$ cat src/rtl/peripheral_bus_master_pkg.sv
// Shared types and constants for the peripheral bus initiator.
package peripheral_bus_master_pkg;

  typedef enum logic [1:0] {
    StIdle,
    StAccess,
    StRespond
  } pbm_state_e;

  localparam int unsigned PbAddrWidth  = 24;
  localparam logic [31:0] UnmappedRead = 32'hFFFF_FFFF;

endpackage

$ cat src/rtl/bus_timeout_counter.sv
// Counts busy cycles of one access; flags the last permitted cycle.
module bus_timeout_counter #(
  parameter int unsigned TIMEOUT_CYCLES = 64,
  parameter int unsigned TIMEOUT_WIDTH  = 7
) (
  input  logic clk_i,
  input  logic rst_i,
  input  logic clear_i,
  input  logic enable_i,
  output logic tc_o
);

  logic [TIMEOUT_WIDTH-1:0] count_q;

  always_ff @(posedge clk_i or posedge rst_i) begin
    if (rst_i) begin
      count_q <= '0;
    end else if (clear_i) begin
      count_q <= '0;
    end else if (enable_i) begin
      count_q <= count_q + 1'b1;
    end
  end

  // High while sampling the final allowed busy cycle of the access.
  assign tc_o = (count_q == TIMEOUT_WIDTH'(TIMEOUT_CYCLES - 1));

endmodule

$ cat src/rtl/peripheral_bus_master.sv
// Wishbone classic slave to peripheral-bus initiator bridge with access timeout.
module peripheral_bus_master
  import peripheral_bus_master_pkg::*;
#(
  parameter int unsigned ADDR_WIDTH     = PbAddrWidth,
  parameter int unsigned TIMEOUT_CYCLES = 64,
  parameter int unsigned TIMEOUT_WIDTH  = 7
) (
  input  logic                  clk,
  input  logic                  rst,
  input  logic                  wb_cyc_i,
  input  logic                  wb_stb_i,
  input  logic                  wb_we_i,
  input  logic [3:0]            wb_sel_i,
  input  logic [ADDR_WIDTH-1:0] wb_adr_i,
  input  logic [31:0]           wb_dat_i,
  output logic                  wb_ack_o,
  output logic                  wb_err_o,
  output logic [31:0]           wb_dat_o,
  output logic                  peripheralBus_we,
  output logic                  peripheralBus_oe,
  input  logic                  peripheralBus_busy,
  output logic [ADDR_WIDTH-1:0] peripheralBus_address,
  output logic [3:0]            peripheralBus_byteSelect,
  output logic [31:0]           peripheralBus_dataWrite,
  input  logic [31:0]           peripheralBus_dataRead,
  input  logic                  requestOutput,
  output logic [7:0]            timeoutCount
);

  pbm_state_e            state_q;
  logic                  ack_q, err_q;
  logic [31:0]           rdata_q;
  logic                  we_q, oe_q;
  logic [ADDR_WIDTH-1:0] addr_q;
  logic [3:0]            sel_q;
  logic [31:0]           wdata_q;
  logic [7:0]            tcount_q;

  logic accept, tmo_clear, tmo_enable, tmo_tc;

  always_comb begin
    accept     = (state_q == StIdle) && wb_cyc_i && wb_stb_i;
    tmo_clear  = accept;
    tmo_enable = (state_q == StAccess) && wb_cyc_i && peripheralBus_busy;
  end

  bus_timeout_counter #(
    .TIMEOUT_CYCLES (TIMEOUT_CYCLES),
    .TIMEOUT_WIDTH  (TIMEOUT_WIDTH)
  ) u_timeout (
    .clk_i    (clk),
    .rst_i    (rst),
    .clear_i  (tmo_clear),
    .enable_i (tmo_enable),
    .tc_o     (tmo_tc)
  );

  always_ff @(posedge clk or posedge rst) begin
    if (rst) begin
      state_q  <= StIdle;
      ack_q    <= 1'b0;
      err_q    <= 1'b0;
      rdata_q  <= '0;
      we_q     <= 1'b0;
      oe_q     <= 1'b0;
      addr_q   <= '0;
      sel_q    <= '0;
      wdata_q  <= '0;
      tcount_q <= '0;
    end else begin
      ack_q <= 1'b0;
      err_q <= 1'b0;
      unique case (state_q)
        StIdle: begin
          if (accept) begin
            state_q <= StAccess;
            addr_q  <= wb_adr_i;
            sel_q   <= wb_sel_i;
            wdata_q <= wb_dat_i;
            we_q    <= wb_we_i;
            oe_q    <= !wb_we_i;
          end
        end
        StAccess: begin
          if (!wb_cyc_i || !peripheralBus_busy || tmo_tc) begin
            we_q    <= 1'b0;
            oe_q    <= 1'b0;
            addr_q  <= '0;
            sel_q   <= '0;
            wdata_q <= '0;
          end
          if (!wb_cyc_i) begin
            // Initiator abandoned the cycle: no response is owed.
            state_q <= StIdle;
          end else if (!peripheralBus_busy) begin
            state_q <= StRespond;
            ack_q   <= 1'b1;
            rdata_q <= (oe_q && requestOutput) ? peripheralBus_dataRead : UnmappedRead;
          end else if (tmo_tc) begin
            state_q <= StRespond;
            err_q   <= 1'b1;
            rdata_q <= UnmappedRead;
            if (tcount_q != 8'hFF) begin
              tcount_q <= tcount_q + 8'd1;
            end
          end
        end
        StRespond: state_q <= StIdle;
        default:   state_q <= StIdle;
      endcase
    end
  end

  assign wb_ack_o                 = ack_q;
  assign wb_err_o                 = err_q;
  assign wb_dat_o                 = rdata_q;
  assign peripheralBus_we         = we_q;
  assign peripheralBus_oe         = oe_q;
  assign peripheralBus_address    = addr_q;
  assign peripheralBus_byteSelect = sel_q;
  assign peripheralBus_dataWrite  = wdata_q;
  assign timeoutCount             = tcount_q;

endmodule
$ cat config.mk
export PLATFORM = sky130hd
export DESIGN_NAME = peripheral_bus_master
export DESIGN_NICKNAME = d
export VERILOG_FILES = /design/src/rtl/peripheral_bus_master_pkg.sv /design/src/rtl/bus_timeout_counter.sv /design/src/rtl/peripheral_bus_master.sv
export SDC_FILE = /design/constraint.sdc
export NUM_CORES = 1
export LEC_CHECK = 0
export ABC_AREA = 1
export CAP_MARGIN = 5
export CORE_MARGIN = 2
export CORE_UTILIZATION = 35
export DETAILED_ROUTE_END_ITERATION = 8
export PLACE_DENSITY = 0.67
export SYNTH_ARGS = -nofsm -noshare
export SYNTH_HDL_FRONTEND = slang
export SYNTH_SLANG_ARGS = --single-unit
$ cat constraint.sdc
create_clock -name clk -period 4.3 [get_ports clk]
set_input_delay 0.645 -clock clk [delete_from_list [all_inputs] [get_ports clk]]
set_output_delay 0.645 -clock clk [all_outputs]
set_load 0.05 [all_outputs]
# Word level (Yosys, flattened, before mapping)
# Index checks and enable logic that the tools add are counted.
# totals
reg_bits,113
in_bits,99
# classes
reduce_logical,17
n_eq_ne,7
add_sub_neg,2
n_mux,31
# ops
op,count
$mux W32,5
$pmux W32 S2,1
$mux W24,2
$pmux W24 S2,1
$mux W7,2
$mux W1,10
$add A8 B1 Y8 const B,1
$mux W2,4
$mux W4,2
$ne A8 B8 Y1 const B,1
$pmux W4 S2,1
$add A7 B1 Y7 const B,1
$eq A7 B6 Y1 const B,1
$reduce_and A3 Y1,2
$logic_and A1 B1 Y1,5
$reduce_and A5 Y1,1
$ne A2 B1 Y1 const B,2
$ne A4 B4 Y1 const B,1
$pmux W1 S2,2
$pmux W2 S2,1
$reduce_bool A2 Y1,2
$logic_not A1 Y1,3
$eq A2 B1 Y1 const B,1
$logic_not A2 Y1,1
other kinds (3),4

# Logic depth before layout (Yosys ltp)
# depth
depth_word,5
mapped_depth,9
ltp_nobuf,8

# Cells and area by module
# From an unflattened synthesis, not the netlist that was laid out.
# hier_totals
cells_unflattened,555
hier_area_um2,4974.8
# by_module_without_submodules
module,cells_each,instances,seq_area_each_um2,area_per_inst_um2
peripheral_bus_master,502,1,2652.5,4578.1
bus_timeout_counter,53,1,175.2,396.6

# Least setup slack after synthesis
# Ideal clock, no wire load.
# synth_timing
path_type,register to register
from,register tcount_q[0] (netlist: timeoutCount[0])
to,register tcount_q[5] (netlist: timeoutCount[5])
stages_incl_launch_ff,8
path_buffers,1
t_arrival_ns,1.506
path_slack_ns,2.674
cell_sequence,dfrtp_1 ha_1 nand2_1 inv_1 nand3_1 buf_2 nand4_1 nand2_1
# synth_between
elab_chain_len,2
word_cells_on_any_way,3
cone_classes,add/sub: 1; eq/ne: 1; reduce/logical: 1
# synth_lines
element,line_no,rtl
from (decl),peripheral_bus_master.sv:38,logic [7:0] tcount_q;
from (signal assigned),peripheral_bus_master.sv:105,tcount_q <= tcount_q + 8'd1;
"parallel branches: the longest is 2 deep, another holds $add A8 B1 Y8",n/a,
# Parallel ways; which one is timed is not known.
# A chain may end at the register's enable or synchronous reset.

# Worst setup path after layout
# layout_timing
from,register tcount_q[6] (netlist: timeoutCount[6])
to,output timeoutCount[6]
# layout_rtl
element,line_no,rtl
to (decl),peripheral_bus_master.sv:28,output logic [7:0] timeoutCount
# No word-level cell between the ends.

==> flow_metrics.py <==
metrics = {
    "outcome": {
        "status": "complete, no violations",
    },
    "synth": {
        "synth-seq-cells": 113,
        "synth_xor_area_share_pct": 0.5266,
        "synth_fa_ha_area_share_pct": 0.5015,
        "yosysMostFrequentCell": "nand2_1",
        "ys_top_cells_by_count": "nand2_1 (175), dfrtp_1 (113), nand3_1 (69)",
        "synth_enable_flop_cells": 0,
        "yosysTopAreaCell": "dfrtp_1",
        "async_flop_share_pct": 100.0,
        "synth_cell_types": 27,
        "synth_top_family_by_area": "simple AND/OR/NAND/NOR gates",
        "yosys-mux-area-fraction_pct": 0,
        "synth_compound_area_share_pct": 4.188,
        "yosysTopAreaCellShare_pct": 56.67,
        "synth_nets": 645,
        "synth-main-ff-cell": "dfrtp_1",
        "avgSynthCellArea_um2": 9.172,
        "ys_seq_area_share_pct": 56.67,
        "syn_area_um2": 4990,
        "synthTopCellsByArea": "dfrtp_1 (57%), nand2_1 (13%), nand2_2 (8.1%)",
        "yosys.area_share.simple_pct": 31.77,
        "syn_inst": 544,
        "yosysWarnings": 0,
    },
    "cts": {
        "cts_root_buf": "clkbuf_16",
        "cts_buffers": 17,
        "clockBufferDepth": 2,
        "post_cts_buffers": 0,
        "post_cts_resized": 0,
        "cts_tree": "built",
        "clkLatencyLatePin_ps": 400,
        "clock-sinks": 113,
        "cts_hold_buf": 0,
        "clkTransAtPathRegs_ps": 50,
        "htree_levels": 4,
    },
    "final_layout": {
        "drive_above_1_share_pct": 14.42,
        "antennaDiodeCount": 0,
        "final_nets": 840,
        "ff_latch_area_um2": 2828,
        "multiInputGateArea_um2": 1846,
        "area_growth_syn_to_layout_pct": 53.26,
        "final-instance-count-excl-fill": 929,
        "fill_cells": 1247,
    },
    "timing": {
        "fin_crit_sh_pct": 54.26,
        "finalSetupTns_ps": 0,
        "clock_skew_ps": 9.979,
        "max_freq_ghz": 0.4286,
        "tightest_slew_ps": 1010,
        "setup_viol": 0,
        "hold_viol": 0,
        "slew_headroom_pct": 32.69,
        "rsz0062_at_grt": "no",
        "drv_slew": 0,
        "period_needed_ps": 2333,
    },
    "hold_path": {
        "min_path_cells": 2,
        "hold_path_class": "reg -> reg",
    },
    "routing": {
        "ant_nets": 0,
        "route.detailed.drc": 0,
        "num_vias": 4347,
        "drtIter0Drc": 264,
        "drt-total-wl_um": 13200,
        "vias_per_cell": 4.679,
        "drt_first_pass_iters": 4,
        "wl_per_cell_um": 14.20,
    },
    "worst_setup_path": {
        "slowest_stage": "clkdlybuf4s50_1",
        "path_class": "reg -> out",
        "critPathTopFamily": "buffers and inverters",
        "slowest_delay_ps": 840,
        "rr_worst_depth": 7,
        "crit_buf_inv": 1,
        "critPathMaxFanout": 6,
        "crit_chain": "clkdlybuf4s50_1",
        "end_kind": "primary output",
        "crit_required_ps": 3650,
        "cp.depth": 1,
        "arrival_ps": 1690,
        "cp-start-kind": "flop",
    },
    "power": {
        "powerDensity_nw_per_um2": 548.7,
        "leakage_nw": 3.633,
        "irDropWorstVdd_uv": 340.7,
    },
    "job": {
        "maxCapViolCount": 0,
    },
    "global_route": {
        "grt_max_degree": 67,
        "grt_pass1_vias": 4292,
        "grtUsageTotal_pct": 17.79,
        "grt_pass1_wl_um": 21050,
        "grt_overflow": 0,
        "antenna_found_initial": 0,
    },
    "place": {
        "place_congestion": 0.7787,
        "io_buffer_count": 202,
        "hpwl_um": 9078,
        "dp_cells": 900,
    },
    "floorplan": {
        "die_h_um": 123.4,
        "start_util_pct": 35.95,
        "pin_count": 203,
        "die_area_um2": 15230,
        "die_width_um": 123.4,
        "rows": 43,
        "core_area_um2": 13880,
    },
}
## cell families after synthesis
logic type / count (synthesis)
AND/OR/NAND/NOR: 335
adder cells (fa/ha/maj): 2
AO/OA/AOI/OAI: 41
flip-flops: 113
XOR/XNOR: 3
buffers and inverters: 50
## layer usage
metal	vias up	routed length, µm	GRT usage [%]
li1	2124	-	-
met1	2023	5786	22.56
met2	181	6010	28.09
met3	19	1238	6.504
met4	0	160	6.037
met5	-	0	0
## flip-flops by register name (all words and copies together) (netlist names), 2 cells and up
signal,flops
wb_dat_o,32
peripheralBus_address,24
u_timeout.count_q,7
peripheralBus_dataWrite,32
timeoutCount,8
state_q,2
peripheralBus_byteSelect,4
## per-stage QoR
step	instance area, µm²	hold slack [ps]	util [%]	setup slack [ps]	total power [mW]
finish	7647	466.5	55.09	1967	4.196
detailed placement	7020	460.2	50.58	1582	2.738
floorplan	4990	467.5	-	667.6	2.238
global placement	7020	462.5	50.58	1673	2.724
CTS	7647	472.7	55.09	1944	4.247
global route	7647	491.6	55.09	1782	4.389
## worst min-delay path, delay by kind of cell (launching register included)
| kind | cells | cell delay, ps |
|---|---|---|
| AND/OR/NAND/NOR | 2 | 100 |
| flip-flops | 1 | 330 |
## placed cells by master, fill, tap and decap left out, types with 2 or more instances in the layout
master	count
nand2_1	175
clkdlybuf4s50_1	202
clkbuf_16	17
nor3_1	3
xor2_1	3
nor2_2	3
inv_1	16
ha_1	2
dfrtp_1	113
o21ai_0	37
nor2_1	11
nand3b_1	2
inv_2	4
a21oi_1	2
nand3_1	69
clkbuf_8	5
bufinv_16	4
clkbuf_1	2
nand2_2	65
nand4_1	2
buf_4	2
## cell type report
class	count	area share [%]
inverters	22	1.113
multi-input cells	381	24.13
repair buffers	204	26.64
well taps	180	2.945
clock buffers	24	6.561
clock inverters	5	1.636
flip-flops and latches	113	36.98
## report_power, final
| group | internal, mW | switching (mW) |
|---|---|---|
| combinational | 0.462 | 0.889 |
| sequential | 1.24 | 0.123 |
| clock | 1.03 | 0.444 |
## final timing paths
check                                     start                   endpoint  slack (ps)
hold reg to reg                peripheralBus_we           peripheralBus_we         470
setup / recovery                timeoutCount[6]            timeoutCount[6]        1970
hold / removal                 peripheralBus_we           peripheralBus_we         470
setup reg to reg           u_timeout.count_q[0]                wb_dat_o[5]        2200
max in group asynchronous                   rst  peripheralBus_address[11]        2660
min in group asynchronous                   rst   peripheralBus_address[7]         770
(Power assumes the default switching activity.)
